File: src/rtl/code_lock_ctrl_if.sv
// Keypad-to-lock and lock-to-display bundle for code_lock_ctrl.
// master: keypad/display side (drives keys); slave: the lock controller.
interface code_lock_ctrl_if #(
  parameter int unsigned DIGITS = 4
);
  localparam int unsigned W  = 4 * DIGITS;
  localparam int unsigned CW = $clog2(DIGITS + 1);

  logic          key_valid;
  logic [3:0]    key_code;
  logic          open;
  logic          locked;
  logic          lockout;
  logic          change_mode;
  logic          save_light;
  logic [W-1:0]  entry_digits;
  logic [CW-1:0] entry_count;
  logic [3:0]    wrong_count;

  modport master (
    output key_valid,
    output key_code,
    input  open,
    input  locked,
    input  lockout,
    input  change_mode,
    input  save_light,
    input  entry_digits,
    input  entry_count,
    input  wrong_count
  );

  modport slave (
    input  key_valid,
    input  key_code,
    output open,
    output locked,
    output lockout,
    output change_mode,
    output save_light,
    output entry_digits,
    output entry_count,
    output wrong_count
  );
endinterface

File: src/rtl/code_lock_ctrl.sv
// N-digit keypad lock: retry limit, timed lockout/open, in-field code change.
// Ports: clock, reset (sync, high), bus (slave): key_valid/key_code in;
// open, locked, lockout, change_mode, save_light, entry_digits,
// entry_count, wrong_count out. Optional: CODE_LOCK_CONFIRM_EN enables
// a second (confirmation) entry of the new code before it is committed.
module code_lock_ctrl #(
  parameter int unsigned DIGITS       = 4,
  parameter int unsigned MAX_TRIES    = 3,
  parameter logic [31:0] OPEN_CYC     = 32'd100_000_000,
  parameter logic [31:0] LOCKOUT_CYC  = 32'd500_000_000,
  parameter logic [31:0] DEFAULT_CODE = 32'h0000_1234
) (
  input  logic             clock,
  input  logic             reset,
  code_lock_ctrl_if.slave  bus
);

  localparam int unsigned W  = 4 * DIGITS;
  localparam int unsigned CW = $clog2(DIGITS + 1);
  localparam logic [31:0] MAXC =
    (OPEN_CYC > LOCKOUT_CYC) ? OPEN_CYC : LOCKOUT_CYC;
  localparam int unsigned TW = (MAXC > 32'd1) ? $clog2(MAXC) : 1;

  localparam logic [TW-1:0] OPEN_LD = TW'(OPEN_CYC - 32'd1);
  localparam logic [TW-1:0] LOCK_LD = TW'(LOCKOUT_CYC - 32'd1);
  localparam logic [CW-1:0] FULL_N  = CW'(DIGITS);
  localparam logic [3:0]    TRIES_N = 4'(MAX_TRIES);
  localparam logic [W-1:0]  CODE_RST = DEFAULT_CODE[W-1:0];

  typedef enum logic [2:0] {
    IDLE,
    ENTRY,
    CHECK,
    OPEN,
    CHG_NEW,
`ifdef CODE_LOCK_CONFIRM_EN
    CHG_CONFIRM,
`endif
    LOCKOUT
  } state_e;

  state_e        state_q;
  logic [W-1:0]  code_q;
  logic [W-1:0]  entry_q;
  logic [CW-1:0] cnt_q;
  logic [3:0]    wrong_q;
  logic [TW-1:0] timer_q;
  logic          open_q;
  logic          lockout_q;
  logic          change_q;
  logic          save_q;
`ifdef CODE_LOCK_CONFIRM_EN
  logic [W-1:0]  cand_q;
`endif

  // Key decode
  logic kv_dig;
  logic kv_ent;
  logic kv_bsp;
  logic kv_chg;
  logic kv_any;

  always_comb begin
    kv_dig = 1'b0;
    kv_ent = 1'b0;
    kv_bsp = 1'b0;
    kv_chg = 1'b0;
    if (bus.key_valid) begin
      unique case (1'b1)
        (bus.key_code <= 4'd9):  kv_dig = 1'b1;
        (bus.key_code == 4'hA):  kv_ent = 1'b1;
        (bus.key_code == 4'hB):  kv_bsp = 1'b1;
        (bus.key_code == 4'hC):  kv_chg = 1'b1;
        default: ;
      endcase
    end
  end

  assign kv_any = kv_dig | kv_ent | kv_bsp | kv_chg;

  // Entry-buffer helpers shared by all digit-collecting states
  logic          full;
  logic          empty;
  logic          edit_st;
  logic [W-1:0]  ent_shl_d;
  logic [W-1:0]  ent_shr_d;
  logic [CW-1:0] cnt_inc_d;
  logic [CW-1:0] cnt_dec_d;
  logic          match_d;
  logic [3:0]    wr_inc_d;

  assign full      = (cnt_q == FULL_N);
  assign empty     = (cnt_q == '0);
  assign ent_shl_d = (entry_q << 4) | W'(bus.key_code);
  assign ent_shr_d = entry_q >> 4;
  assign cnt_inc_d = cnt_q + CW'(1);
  assign cnt_dec_d = cnt_q - CW'(1);
  assign match_d   = full && (entry_q == code_q);
  assign wr_inc_d  = (wrong_q == 4'hF) ? 4'hF : wrong_q + 4'd1;

  always_comb begin
    edit_st = 1'b0;
    unique case (state_q)
      IDLE, ENTRY, CHG_NEW: edit_st = 1'b1;
`ifdef CODE_LOCK_CONFIRM_EN
      CHG_CONFIRM:          edit_st = 1'b1;
`endif
      default:              edit_st = 1'b0;
    endcase
  end

  always_ff @(posedge clock) begin
    if (reset) begin
      state_q   <= IDLE;
      code_q    <= CODE_RST;
      entry_q   <= '0;
      cnt_q     <= '0;
      wrong_q   <= '0;
      timer_q   <= '0;
      open_q    <= 1'b0;
      lockout_q <= 1'b0;
      change_q  <= 1'b0;
      save_q    <= 1'b0;
`ifdef CODE_LOCK_CONFIRM_EN
      cand_q    <= '0;
`endif
    end else begin
      // Any recognised key clears the save indicator; keys during
      // CHECK and LOCKOUT are not accepted.
      if (kv_any && state_q != CHECK && state_q != LOCKOUT)
        save_q <= 1'b0;

      // Digit/backspace editing; enter handling below overrides it.
      if (edit_st) begin
        if (kv_dig && !full) begin
          entry_q <= ent_shl_d;
          cnt_q   <= cnt_inc_d;
        end else if (kv_bsp && !empty) begin
          entry_q <= ent_shr_d;
          cnt_q   <= cnt_dec_d;
        end
      end

      case (state_q)
        IDLE, ENTRY: begin
          if (kv_ent)
            state_q <= CHECK;
          else if (kv_dig)
            state_q <= ENTRY;
        end

        CHECK: begin
          entry_q <= '0;
          cnt_q   <= '0;
          if (match_d) begin
            wrong_q <= '0;
            open_q  <= 1'b1;
            timer_q <= OPEN_LD;
            state_q <= OPEN;
          end else begin
            wrong_q <= wr_inc_d;
            if (wr_inc_d == TRIES_N) begin
              lockout_q <= 1'b1;
              timer_q   <= LOCK_LD;
              state_q   <= LOCKOUT;
            end else begin
              state_q <= IDLE;
            end
          end
        end

        OPEN: begin
          if (kv_chg) begin
            open_q   <= 1'b0;
            change_q <= 1'b1;
            timer_q  <= '0;
            state_q  <= CHG_NEW;
          end else if (timer_q == '0) begin
            open_q  <= 1'b0;
            state_q <= IDLE;
          end else begin
            timer_q <= timer_q - TW'(1);
          end
        end

        CHG_NEW: begin
          if (kv_ent) begin
            entry_q <= '0;
            cnt_q   <= '0;
            if (full) begin
`ifdef CODE_LOCK_CONFIRM_EN
              cand_q  <= entry_q;
              state_q <= CHG_CONFIRM;
`else
              code_q   <= entry_q;
              save_q   <= 1'b1;
              change_q <= 1'b0;
              state_q  <= IDLE;
`endif
            end
          end else if (kv_chg) begin
            entry_q  <= '0;
            cnt_q    <= '0;
            change_q <= 1'b0;
            state_q  <= IDLE;
          end
        end

`ifdef CODE_LOCK_CONFIRM_EN
        CHG_CONFIRM: begin
          if (kv_ent) begin
            entry_q <= '0;
            cnt_q   <= '0;
            if (full && entry_q == cand_q) begin
              code_q   <= cand_q;
              save_q   <= 1'b1;
              change_q <= 1'b0;
              state_q  <= IDLE;
            end else begin
              cand_q  <= '0;
              state_q <= CHG_NEW;
            end
          end else if (kv_chg) begin
            entry_q  <= '0;
            cnt_q    <= '0;
            cand_q   <= '0;
            change_q <= 1'b0;
            state_q  <= IDLE;
          end
        end
`endif

        LOCKOUT: begin
          if (timer_q == '0) begin
            lockout_q <= 1'b0;
            wrong_q   <= '0;
            state_q   <= IDLE;
          end else begin
            timer_q <= timer_q - TW'(1);
          end
        end

        default: state_q <= IDLE;
      endcase
    end
  end

  assign bus.open         = open_q;
  assign bus.locked       = ~open_q;
  assign bus.lockout      = lockout_q;
  assign bus.change_mode  = change_q;
  assign bus.save_light   = save_q;
  assign bus.entry_digits = entry_q;
  assign bus.entry_count  = cnt_q;
  assign bus.wrong_count  = wrong_q;

endmodule

File: src/flat_wrapper.sv
// flat-port wrapper written by rule: the top's interface ports become plain ports
module code_lock_ctrl_flat 
#(
  parameter int unsigned DIGITS       = 4,
  parameter int unsigned MAX_TRIES    = 3,
  parameter logic [31:0] OPEN_CYC     = 32'd100_000_000,
  parameter logic [31:0] LOCKOUT_CYC  = 32'd500_000_000,
  parameter logic [31:0] DEFAULT_CODE = 32'h0000_1234
)
  (clock, reset, bus_key_valid, bus_key_code, bus_open, bus_locked, bus_lockout, bus_change_mode, bus_save_light, bus_entry_digits, bus_entry_count, bus_wrong_count);
  code_lock_ctrl_if #(.DIGITS(DIGITS)) bus_i ();
  input  logic clock;
  input  logic reset;
  input wire logic [$bits(bus_i.key_valid)-1:0] bus_key_valid;
  input wire logic [$bits(bus_i.key_code)-1:0] bus_key_code;
  output wire logic [$bits(bus_i.open)-1:0] bus_open;
  output wire logic [$bits(bus_i.locked)-1:0] bus_locked;
  output wire logic [$bits(bus_i.lockout)-1:0] bus_lockout;
  output wire logic [$bits(bus_i.change_mode)-1:0] bus_change_mode;
  output wire logic [$bits(bus_i.save_light)-1:0] bus_save_light;
  output wire logic [$bits(bus_i.entry_digits)-1:0] bus_entry_digits;
  output wire logic [$bits(bus_i.entry_count)-1:0] bus_entry_count;
  output wire logic [$bits(bus_i.wrong_count)-1:0] bus_wrong_count;
  assign bus_i.key_valid = bus_key_valid;
  assign bus_i.key_code = bus_key_code;
  assign bus_open = bus_i.open;
  assign bus_locked = bus_i.locked;
  assign bus_lockout = bus_i.lockout;
  assign bus_change_mode = bus_i.change_mode;
  assign bus_save_light = bus_i.save_light;
  assign bus_entry_digits = bus_i.entry_digits;
  assign bus_entry_count = bus_i.entry_count;
  assign bus_wrong_count = bus_i.wrong_count;
  code_lock_ctrl #(.DIGITS(DIGITS), .MAX_TRIES(MAX_TRIES), .OPEN_CYC(OPEN_CYC), .LOCKOUT_CYC(LOCKOUT_CYC), .DEFAULT_CODE(DEFAULT_CODE)) u_core (.clock(clock), .reset(reset), .bus(bus_i));
endmodule
File: config.mk
export PLATFORM = sky130hd
export DESIGN_NAME = code_lock_ctrl_flat
export DESIGN_NICKNAME = d
export VERILOG_FILES = /design/src/rtl/code_lock_ctrl_if.sv /design/src/rtl/code_lock_ctrl.sv /design/src/flat_wrapper.sv
export SDC_FILE = /design/constraint.sdc
export NUM_CORES = 1
export LEC_CHECK = 0
export ABC_AREA = 1
export BUFFER_PORTS_ARGS = -buffer_cell sky130_fd_sc_hd__buf_2
export CORE_MARGIN = 5
export CORE_UTILIZATION = 60
export DETAILED_ROUTE_END_ITERATION = 10
export PLACE_DENSITY_LB_ADDON = 0.12
export SLEW_MARGIN = 20
export SYNTH_ARGS = -nofsm -noshare
export SYNTH_HDL_FRONTEND = slang
export SYNTH_SLANG_ARGS = --single-unit
File: constraint.sdc
create_clock -name clock -period 3.1 [get_ports clock]
set_input_delay 0.775 -clock clock [delete_from_list [all_inputs] [get_ports clock]]
set_output_delay 0.775 -clock clock [all_outputs]
set_load 0.01 [all_outputs]
Word level (Yosys, flattened, before mapping)
Cells that the tools add are included.
- flip-flop bits (word level): 75
- bits of input ports: 7
- output and inout port bits: 28
- word-level logic and storage cells: 123
- add/subtract/negate cells: 4
- order comparisons: 1
- equality and inequality tests: 24
- mux-type cells: 56
- bitwise gates (word level): 5
- reductions and logical operators: 23
- operators by type and width (cell ; number):
    $mux 29 ; 4
    $pmux 29 s3 ; 1
    $mux 16 ; 5
    $mux 3 ; 14
    $pmux 16 s2 ; 1
    $logic_not 29->1 ; 1
    $sub 29x1->29 const B ; 1
    $mux 1 ; 22
    $eq 16x16->1 ; 1
    $eq 4x4->1 const B ; 4
    $or 16x4->16 ; 1
    $pmux 3 s5 ; 1
    $mux 4 ; 3
    $ne 3x1->1 const B ; 4
    $eq 3x3->1 const B ; 3
    $reduce_and 3->1 ; 3
    $ne 2x1->1 const B ; 4
    $pmux 4 s2 ; 1
    $reduce_and 4->1 ; 2
    $eq 3x2->1 const B ; 2
    $logic_not 3->1 ; 2
    $ne 3x3->1 const B ; 2
    $pmux 1 s2 ; 3
    $pmux 3 s2 ; 1
    other kinds (17) ; 27

Logic depth before layout (Yosys ltp)
Gate-level depths: netlist (run 1).
- depth in word-level cells: 12
- mapped depth: 14
- depth with buffers taken out: 14

Worst setup path after synthesis (run 1)
Ideal clock, no wire load.
- path kind: input to register
- from: in bus_key_code[3]
- to: reg u_core.entry_q[10], in the netlist u_core.bus.entry_digits[10]
- setup time: 0.117 ns
- data arrival time: 1.791 ns
- required time: 2.983 ns
- slack: 1.192 ns
- stages: 9
- path buffers: 1
- cells stage by stage: nand2_1 nand3_1 nor2_1 nand2_1 nand2_2 inv_1 buf_2 a21oi_1 nor2_1
- cells in the longest elaborated chain, start to end: 10
- elaborated cells on any way between the ends: 20
- classes of those cells: order compare: 1; eq/ne: 3; mux: 14; reduce/logical: 2
- RTL lines (what ; line ; source):
    start, declared ; flat_wrapper.sv:15 ; input wire logic [$bits(bus_i.key_code)-1:0] bus_key_code;
    branches (longest 9 deep; another with $le 4x4->1) ; -- ;
    $pmux 16 s2 (*) ; code_lock_ctrl.sv:144 ; case (state_q)
    end signal, assigned ; code_lock_ctrl.sv:136 ; entry_q <= ent_shl_d;
    end signal, assigned ; code_lock_ctrl.sv:139 ; entry_q <= ent_shr_d;
    end, declared ; code_lock_ctrl.sv:44 ; logic [W-1:0] entry_q;
Every way passes the cells marked *.
A chain may end at the register's enable or synchronous reset.

Worst setup path in the final report (run 1)
- from: reg u_core.cnt_q[0], in the netlist u_core.bus.entry_count[0]
- to: reg u_core.cnt_q[2], in the netlist u_core.bus.entry_count[2]
- cells in the longest elaborated chain, start to end: 9
- elaborated cells on any way between the ends: 14
- classes of those cells: add/sub: 2; eq/ne: 1; mux: 6; reduce/logical: 5
- RTL lines (what ; line ; source):
    start, declared ; code_lock_ctrl.sv:45 ; logic [CW-1:0] cnt_q;
    start signal, assigned ; code_lock_ctrl.sv:137 ; cnt_q <= cnt_inc_d;
    start signal, assigned ; code_lock_ctrl.sv:140 ; cnt_q <= cnt_dec_d;
    branches (longest 4 deep; another with $sub 3x1->3) ; -- ;
    $mux 3 (*) ; code_lock_ctrl.sv:135 ; if (kv_dig && !full) begin
    $mux 3 (*) ; code_lock_ctrl.sv:134 ; if (edit_st) begin
    $mux 3 ; code_lock_ctrl.sv:201 ; end else if (kv_chg) begin
    $mux 3 ; code_lock_ctrl.sv:187 ; if (kv_ent) begin
    $pmux 3 s2 (*) ; code_lock_ctrl.sv:144 ;
Marked as above.

==> flow_summary.ini, run 1 <==
[floorplan]
dieArea_um2 = 9670
floorplan.initialDensity_pct = 61.2
coreArea_um2 = 7650
ios = 35
row_count = 32
die_h_um = 98.4
chipWidth_um = 98.4

[place]
hpwl_mm = 9.81
dp_slack_ns = 0.445
gp_congestion = 0.980
port_buffers = 34
place_inst = 876

[clock_network]
clk_pin_slew_ns = 0.08
cts_hold_buf = 0
cts.htree.levels = 3
cts_setup_buffers = 0
cts_buffer_depth = 2
worstSkewPairLatency_ns = 0.34
post_cts_resize_count = 0
clock_sinks = 75
root_buffer = clkbuf_8
cts_buffers = 9
cts_tree = built

[route]
ant_nets = 0
first_pass_iters = 5
wl_per_cell_um = 14.5
drt-total-wl_mm = 12.9
drc = 0
drt-vias-per-instance = 5.49
drt_iter0_markers = 271
num_vias = 4891

[logic_synthesis]
yosysTopAreaCellShare_pct = 32.1
synth_flop_cell = dfxtp_1
synth_top_area_cell = dfxtp_1
synthTopCellsByArea = dfxtp_1, nand2_1, nor2_1
synthArstFlopShare_pct = 0
syn_inst = 755
synth-seq-cells = 75
synth_cell_type_count = 44
synth_edf_count = 0
synth_fp_nets = 767
syn_avg_cell_area_um2 = 6.20
synth.cell_area_um2 = 4680
yosysWarnings = 0
yosysSeqAreaShare_pct = 32.1

[power_and_ir_drop]
p_sw_mw = 0.630
p_int_mw = 1.44
p_leak_nw = 2.54
seqPwrFrac_pct = 48.3
switching_share_pct = 30.4
comb_power_share_pct = 17.4
power.density_nw_per_um2 = 406
clkPwrFrac_pct = 34.2
vdd_ir_drop_max_v = 0.000238

[cells_and_area]
fillers = 725
final_cells = 891
layout_commonest_cell = nand2_1
nets = 797
final_cell_mix = nand2_1, nor2_1, inv_1
area_delta_synth_final_pct = 9.06
drive_gt1_share_pct = 10.8
antennaDiodeCount = 0

[timing]
clock-skew-final_ns = 0.00649
fin_setup_tns_ns = 0
period_share_pct = 83.7
fin_crit_ns = 2.60
worst_slack_ns = 0.505
slew_headroom_pct = 58.0
slew_viol_final = 0
rsz0062_at_grt = no
tightestPinTransition_ns = 0.628
clock.fmax_mhz = 385
hold_violations = 0
setup_viol = 0

[worst_setup_path]
critical_path_arrival_ns = 2.80
slowest_stage = dfxtp_1
path_max_fanout = 15
start_kind = flip-flop
critPathKind = reg2reg
critPathRequiredTime_ns = 3.31
endpoint_kind = flip-flop
max_stage_delay_ns = 0.38
crit_chain = inv_1 -> ha_1 -> nand2_1 -> inv_1 -> nor2_1 -> nand2_1 -> nand2_2 -> inv_1 -> nor2_1 -> o31ai_1 -> xor2_1 -> nor2_1

[job]
max_cap_violations = 0

[global_routing]
grt-ovfl-total = 0
antenna_found_initial = 0
grt_pass1_wl_mm = 21.6
grt_start_max_net_pins = 38
grt_pass1_vias = 4734
track_usage_pct = 27.2

[hold_path]
hold_path.class = reg2reg

[status]
outcome = completed
[metal layers]
metal	track usage (%)	wire length, µm	vias up
met4	15.9	584	0
li1	-	-	2495
met5	0	0	-
met1	30.7	5240	2200
met2	48.4	6460	148
met3	3.64	622	48
[synthesized netlist by cell type, types with 6 or more instances]
| library cell | count |
|---|---|
| nor3_1 | 7 |
| nand2_1 | 194 |
| o21ai_0 | 38 |
| o31ai_1 | 8 |
| inv_1 | 89 |
| a21oi_1 | 63 |
| o22ai_1 | 9 |
| clkbuf_1 | 7 |
| dfxtp_1 | 75 |
| nand3_1 | 38 |
| buf_2 | 11 |
| nand4_1 | 9 |
| xor2_1 | 8 |
| o21ai_1 | 7 |
| nor2_1 | 130 |
| inv_2 | 6 |
[power by group through the flow]
stage / Combinational, mW / Sequential (mW) / Clock (mW)
final: 0.361 / 1.00 / 0.710
after global routing: 0.403 / 1.00 / 0.776
after CTS: 0.357 / 1.00 / 0.727
after detailed placement: 0.354 / 1.02 / 0
after global placement: 0.345 / 1.02 / 0
after floorplan: 0.275 / 1.02 / 0
[kinds of logic (layout without fill, tap and decap cells)]
kind of cell / Yosys count / count (layout) / share of synthesized area, %
simple gates: 403 / 403 / 36.9
flops: 75 / 75 / 32.1
buf+inv: 119 / 153 / 10.6
fa+ha+maj: 5 / 5 / 1.34
xor+xnor: 11 / 11 / 2.06
compound gates: 142 / 142 / 17.1
[final timing paths]
| check | slack, ns | depth (start not counted) | endpoint | from |
|---|---|---|---|---|
| setup / recovery | 0.50 | 12 | u_core.bus.entry_count[2]$_SDFF_PP0_ | u_core.bus.entry_count[0]$_SDFF_PP0_ |
| hold / removal | 0.48 | 2 | u_core.bus.save_light$_SDFF_PP0_ | u_core.bus.save_light$_SDFF_PP0_ |
| setup reg to reg | 0.50 | 12 | u_core.bus.entry_count[2]$_SDFF_PP0_ | u_core.bus.entry_count[0]$_SDFF_PP0_ |
| hold reg to reg | 0.48 | 2 | u_core.bus.save_light$_SDFF_PP0_ | u_core.bus.save_light$_SDFF_PP0_ |
[worst max-delay path: cells and delay by family (launching register included)]
family / cells / cell delay [ns]
buf+inv: 3 / 0.47
compound gates: 1 / 0.11
xor+xnor: 1 / 0.15
simple gates: 6 / 1.12
fa+ha+maj: 1 / 0.22
flops: 1 / 0.38
[through the flow]
stage                     power (mW)  cell area, µm²  hold WS (ns)  utilization (%)
after floorplan                 1.30            4680         0.454                -
after global placement          1.37            4920         0.451             64.3
after detailed placement        1.38            4920         0.462             64.3
after CTS                       2.08            5110         0.476             66.8
after global routing            2.18            5110         0.517             66.8
final                           2.07            5110         0.476             66.8
[layout make-up]
cell class,count,area (µm²),area share [%]
Clock buffer,12,165,3.23
Clock inverter,3,22.5,0.441
Inverter,96,360,7.06
Multi-Input combinational cell,561,2690,52.6
Sequential cell,75,1500,29.4
Tap cell,102,128,2.50
Timing Repair Buffer,42,243,4.75
[registers in the layout, indices dropped and copies added, names as in the netlist]
signal / cells
u_core.bus.wrong_count: 4
u_core.bus.open: 1
u_core.bus.change_mode: 1
u_core.bus.entry_count: 3
u_core.state_q: 3
u_core.bus.lockout: 1
u_core.bus.entry_digits: 16
u_core.timer_q: 29
u_core.code_q: 16
u_core.bus.save_light: 1
No activity file was read; power rests on OpenSTA's default activity.
==> run 2, diff against run 1 <==
==> constraint.sdc (replaced) <==
create_clock -name clock -period 2.45 [get_ports clock]
set_input_delay 0.6125 -clock clock [delete_from_list [all_inputs] [get_ports clock]]
set_output_delay 0.6125 -clock clock [all_outputs]
set_load 0.01 [all_outputs]
==> run 2 against run 1 <==
- non-clock buffer count grew 3
- sequential cell count stayed put
- register-to-register slack lost 0.31 ns
- largest power group unchanged
- clock-buffer cell count shrank 1
- sequential share of layout area down 0.50 points
- sequential power grew 27%
- wire length down 0.55%
- global-route usage decreased by 0.78 points
- critical path type unchanged
- clock skew is 0.0017 ns higher
- combinational power grew 27%
==> flow_summary.ini, run 2 (synthesized netlist as in run 1, its figures left out) <==
[clock_network]
worstSkewPairLatency_ns = 0.36
cts_hold_buf = 0
cts_buffer_depth = 2
root_buffer = clkbuf_8
cts_tree = built
cts.htree.levels = 3
clk_pin_slew_ns = 0.08
cts_buffers = 9
clock_sinks = 75

[timing]
period_share_pct = 92.2
fin_setup_tns_ns = 0
rsz0062_at_grt = no
clock-skew-final_ns = 0.00820
worst_slack_ns = 0.191
hold_violations = 0
clock.fmax_mhz = 443
fin_crit_ns = 2.26
setup_viol = 0
tightestPinTransition_ns = 0.539
slew_headroom_pct = 63.9
slew_viol_final = 0

[route]
ant_nets = 0
drt-vias-per-instance = 5.52
first_pass_iters = 5
num_vias = 4939
drt_iter0_markers = 182
wl_per_cell_um = 14.4
drc = 0
drt-total-wl_mm = 12.8

[global_routing]
grt_pass1_wl_mm = 21.0
grt_pass1_vias = 4592
antenna_found_initial = 0
grt-ovfl-total = 0
grt_start_max_net_pins = 38
track_usage_pct = 26.4

[worst_setup_path]
reg2reg_from = u_core.timer_q[0]$_SDFFE_PP0P_
path_max_fanout = 12
critPathRequiredTime_ns = 2.67
start_kind = flip-flop
endpoint_kind = flip-flop
crit_path_start = u_core.timer_q[0]$_SDFFE_PP0P_
critical_path_arrival_ns = 2.48
critPathKind = reg2reg

[cells_and_area]
area_delta_synth_final_pct = 10.9
antennaDiodeCount = 0
fin_util_pct = 67.9
multi_input_area_um2 = 2690
fin_area_um2 = 5190
fillers = 690
nets = 800
largest_register_ff_count = 29
largest_register = u_core.timer_q
final_cell_mix = nand2_1, nor2_1, inv_1
layout_commonest_cell = nand2_1
layout.area.seq_um2 = 1500
drive_gt1_share_pct = 11.2

[power_and_ir_drop]
seqPwrFrac_pct = 43.3
vdd_ir_drop_max_v = 0.000414
comb_power_share_pct = 15.7
switching_share_pct = 27.8
power_mw = 2.92
power.density_nw_per_um2 = 563
p_int_mw = 2.11
p_leak_nw = 2.59
p_sw_mw = 0.812
clkPwrFrac_pct = 40.9

[floorplan]
die_h_um = 98.4
row_count = 32
ios = 35
chipWidth_um = 98.4
dieArea_um2 = 9670
coreArea_um2 = 7650
floorplan.initialDensity_pct = 61.2

[hold_path]
hold_path.class = reg2reg
hp-start = u_core.bus.open$_SDFFE_PP0P_

[place]
hpwl_mm = 9.35
placed_area_um2 = 4930
gp_congestion = 0.994
port_buffers = 34
dp_slack_ns = 0.181

[status]
outcome = completed

[job]
max_cap_violations = 0
## run 2: changes by cell type in the layout (fill, tap and decap cells not counted)
cell,before,now
inv_1,89,88
buf_4,7,10
clkinvlp_4,3,2
clkbuf_8,12,11
bufinv_16,0,3
## run 2: worst paths after layout
path	to	slack, ns	cells after the start
hold reg to reg	u_core.bus.open$_SDFFE_PP0P_	0.48	2
setup reg to reg	u_core.timer_q[27]$_SDFFE_PP0P_	0.19	11
setup / recovery	u_core.timer_q[27]$_SDFFE_PP0P_	0.19	11
hold / removal	u_core.bus.open$_SDFFE_PP0P_	0.48	2
## run 2: area by class of cell
type | count | area share, %
Inverter | 96 | 7.01
Sequential cell | 75 | 28.9
Timing Repair Buffer | 45 | 5.11
Tap cell | 102 | 2.46
Clock inverter | 4 | 1.88
Clock buffer | 11 | 2.91
Multi-Input combinational cell | 561 | 51.7
## run 2: per-layer routing
layer	up-vias	routed length (µm)	GRT usage [%]	part of all wire (%)
met5	-	0	0	0
met4	0	523	14.6	4.1
met3	41	797	3.50	6.2
met2	195	6390	46.6	50
met1	2208	5120	30.6	40
li1	2495	-	-	-
## run 2: timing repair
action	4_1_cts	5_1_grt
gates resized for setup	0	1
endpoints found under the setup margin	0	1
buffers inserted	0	1
hold endpoints to repair	0	0
## run 2: critical path: stages (launching register included)
cell	delay, ns
dfxtp_1	0.34
inv_1	0.14
ha_1	0.29
nand2_1	0.15
nor2_2	0.21
nand2_1	0.09
nor2_2	0.41
inv_1	0.16
nand3_1	0.11
o21ai_0	0.08
nand2_1	0.08
a21oi_1	0.06
## run 2: power by group through the flow
stage | Sequential (mW) | Combinational (mW) | Clock (mW)
global placement | 1.29 | 0.442 | 0
CTS | 1.27 | 0.449 | 1.21
finish | 1.27 | 0.460 | 1.20
detailed placement | 1.29 | 0.446 | 0
global route | 1.27 | 0.517 | 1.28
floorplan | 1.29 | 0.348 | 0
## run 2: metrics by stage
step	hold WS, ns	cells
floorplan	0.454	755
global placement	0.451	878
detailed placement	0.468	878
CTS	0.480	893
global route	0.504	894
finish	0.476	894
==> run 3, diff against run 2 <==
--- a/config.mk
+++ b/config.mk
@@ -10,6 +10,7 @@
 export CORE_MARGIN = 5
 export CORE_UTILIZATION = 60
 export DETAILED_ROUTE_END_ITERATION = 10
+export GPL_ROUTABILITY_DRIVEN = 0
 export PLACE_DENSITY_LB_ADDON = 0.12
 export SLEW_MARGIN = 20
 export SYNTH_ARGS = -nofsm -noshare
==> constraint.sdc (replaced) <==
create_clock -name clock -period 2.6 [get_ports clock]
set_input_delay 0.65 -clock clock [delete_from_list [all_inputs] [get_ports clock]]
set_output_delay 0.65 -clock clock [all_outputs]
set_load 0.01 [all_outputs]
==> run 3 against run 2 <==
- total power fell by 11%
- sequential power fell by 6%
- clock power fell by 20%
- clock-buffer cell count did not move
- wire length fell by 4.1%
- maximum frequency fell by 2.6%
- setup slack improved by 0.089 ns
- global-route usage fell by 0.58 points
==> flow_summary.ini, run 3 (synthesized netlist as in run 1, its figures left out) <==
[status]
outcome = completed

[timing]
clock.fmax_mhz = 431
worst_slack_ns = 0.280
setup_viol = 0
whs_ns = 0.463
slew_headroom_pct = 60.6
fin_crit_ns = 2.32
tightestPinTransition_ns = 0.590
clock-skew-final_ns = 0.0110
hold_violations = 0
period_share_pct = 89.2
fin_setup_tns_ns = 0
slew_viol_final = 0
rsz0062_at_grt = no

[cells_and_area]
drive_gt1_share_pct = 11.2
largest_register_ff_count = 29
fillers = 736
layout_commonest_cell = nand2_1
final_cells = 894
antennaDiodeCount = 0
nets = 799
final_cell_mix = nand2_1, nor2_1, inv_1
largest_register = u_core.timer_q
multi_input_area_um2 = 2690
area_delta_synth_final_pct = 9.67
layout.area.seq_um2 = 1500

[route]
ant_nets = 0
wl_per_cell_um = 13.8
first_pass_iters = 5
num_vias = 4968
drt_iter0_markers = 332
drc = 0
drt-total-wl_mm = 12.3
drt-vias-per-instance = 5.56

[global_routing]
grt_pass1_wl_mm = 20.8
grt-ovfl-total = 0
track_usage_pct = 25.8
grt_pass1_vias = 4704
grt_start_max_net_pins = 33
antenna_found_initial = 0

[power_and_ir_drop]
vdd_ir_drop_max_v = 0.000327
switching_share_pct = 30.3
seqPwrFrac_pct = 46.0
p_int_mw = 1.81
p_leak_nw = 2.56
comb_power_share_pct = 16.9
clkPwrFrac_pct = 37.1
power.density_nw_per_um2 = 505
p_sw_mw = 0.786

[floorplan]
ios = 35
die_h_um = 98.4
coreArea_um2 = 7650
chipWidth_um = 98.4
floorplan.initialDensity_pct = 61.2
row_count = 32
dieArea_um2 = 9670

[hold_path]
hp-start = u_core.bus.save_light$_SDFF_PP0_
whs_path_depth = 2
hold-path-endpoint = u_core.bus.save_light$_SDFF_PP0_
hold_path.class = reg2reg

[worst_setup_path]
critPathRequiredTime_ns = 2.85
worstRegToRegCells = 9
reg2reg_from = u_core.state_q[2]$_SDFFE_PP0P_
endpoint_kind = flip-flop
regToRegSetupSlack_ns = 0.28
critPathKind = reg2reg
max_stage_delay_ns = 0.48
critical-path-top-delay-family = simple AND/OR/NAND/NOR gates
cp_num_buf_inv = 2
critical_path_arrival_ns = 2.57
slowest_stage = nor2_2
start_kind = flip-flop
crit_chain = inv_1 -> nand2_4 -> nor2_8 -> nor2_2 -> nand2_1 -> nand2_2 -> inv_2 -> o21ai_0 -> nor2_1
crit-reg2reg-capture = u_core.timer_q[23]$_SDFFE_PP0P_
path_max_fanout = 20

[place]
port_buffers = 34
hpwl_mm = 9.09
dp_slack_ns = 0.0462
place_inst = 878

[clock_network]
clk_pin_slew_ns = 0.09
cts_tree = built
root_buffer = clkbuf_8
cts_hold_buf = 0
cts_setup_buffers = 0
cts_buffers = 9
worstSkewPairLatency_ns = 0.36
cts.htree.levels = 3
cts_buffer_depth = 2
clock_sinks = 75

[job]
max_cap_violations = 0
## run 3: cell types whose count changed in the layout (fill, tap and decap cells not counted)
| cell | change |
|---|---|
| clkinv_4 | +1 |
| nor2_2 | +1 |
| nor2_1 | -1 |
| clkinvlp_4 | -1 |
| clkinv_2 | +1 |
| bufinv_16 | -2 |
| inv_1 | +1 |
| inv_6 | +1 |
| buf_12 | -1 |
## run 3: worst max path at each step
stage	startpoint	end	slack, ns	depth (start not counted)
3_3_place_gp	u_core.state_q[2]$_SDFFE_PP0P_	u_core.timer_q[18]$_SDFFE_PP0P_	0.19	9
4_1_cts	u_core.state_q[2]$_SDFFE_PP0P_	u_core.timer_q[23]$_SDFFE_PP0P_	0.02	9
6_report	u_core.state_q[2]$_SDFFE_PP0P_	u_core.timer_q[23]$_SDFFE_PP0P_	0.28	9
2_1_floorplan	u_core.bus.entry_count[0]$_SDFF_PP0_	u_core.bus.entry_digits[10]$_SDFF_PP0_	0.75	11
5_1_grt	u_core.bus.wrong_count[0]$_SDFFE_PP0P_	u_core.timer_q[4]$_SDFFE_PP0P_	0.08	12
3_5_place_dp	u_core.state_q[2]$_SDFFE_PP0P_	u_core.timer_q[23]$_SDFFE_PP0P_	0.05	9
## run 3: final cells by class
cell class	instances	share of cell area, %
clock buffer	11	2.95
clock inverter	5	1.17
inverter	96	7.02
multi-input combinational	561	52.4
sequential	75	29.2
tap	102	2.48
timing repair buffer	44	4.77
## run 3: repair_timing
action                                  4_1_cts  5_1_grt
endpoints found under the hold margin         0        0
gates resized for setup                       0        1
endpoints found under the setup margin        0       23
## run 3: tightest hold or removal path: cells and delay by family, from the launching register on
family | cells | cell delay [ns]
flops | 1 | 0.31
compound gates | 2 | 0.11
## run 3: power by group through the flow
stage	Clock [mW]	Combinational, mW	Sequential, mW
2_1_floorplan	0	0.328	1.22
3_3_place_gp	0	0.423	1.22
3_5_place_dp	0	0.432	1.22
4_1_cts	0.975	0.433	1.19
5_1_grt	1.03	0.489	1.20
6_report	0.964	0.438	1.19
## run 3: layer usage
layer	wire length [µm]	share of wire [%]	track usage [%]	up-vias
met5	0	0	0	-
met4	473	3.8	14.8	0
met3	724	5.9	3.07	47
met2	6000	49	45.3	181
met1	5110	42	30.1	2249
li1	-	-	-	2491
## run 3: through the flow
stage / util (%) / area (µm²) / power [mW]
floorplan: - / 4680 / 1.55
global placement: 64.4 / 4920 / 1.64
detailed placement: 64.4 / 4920 / 1.65
CTS: 67.1 / 5130 / 2.60
global route: 67.2 / 5140 / 2.71
finish: 67.2 / 5140 / 2.60
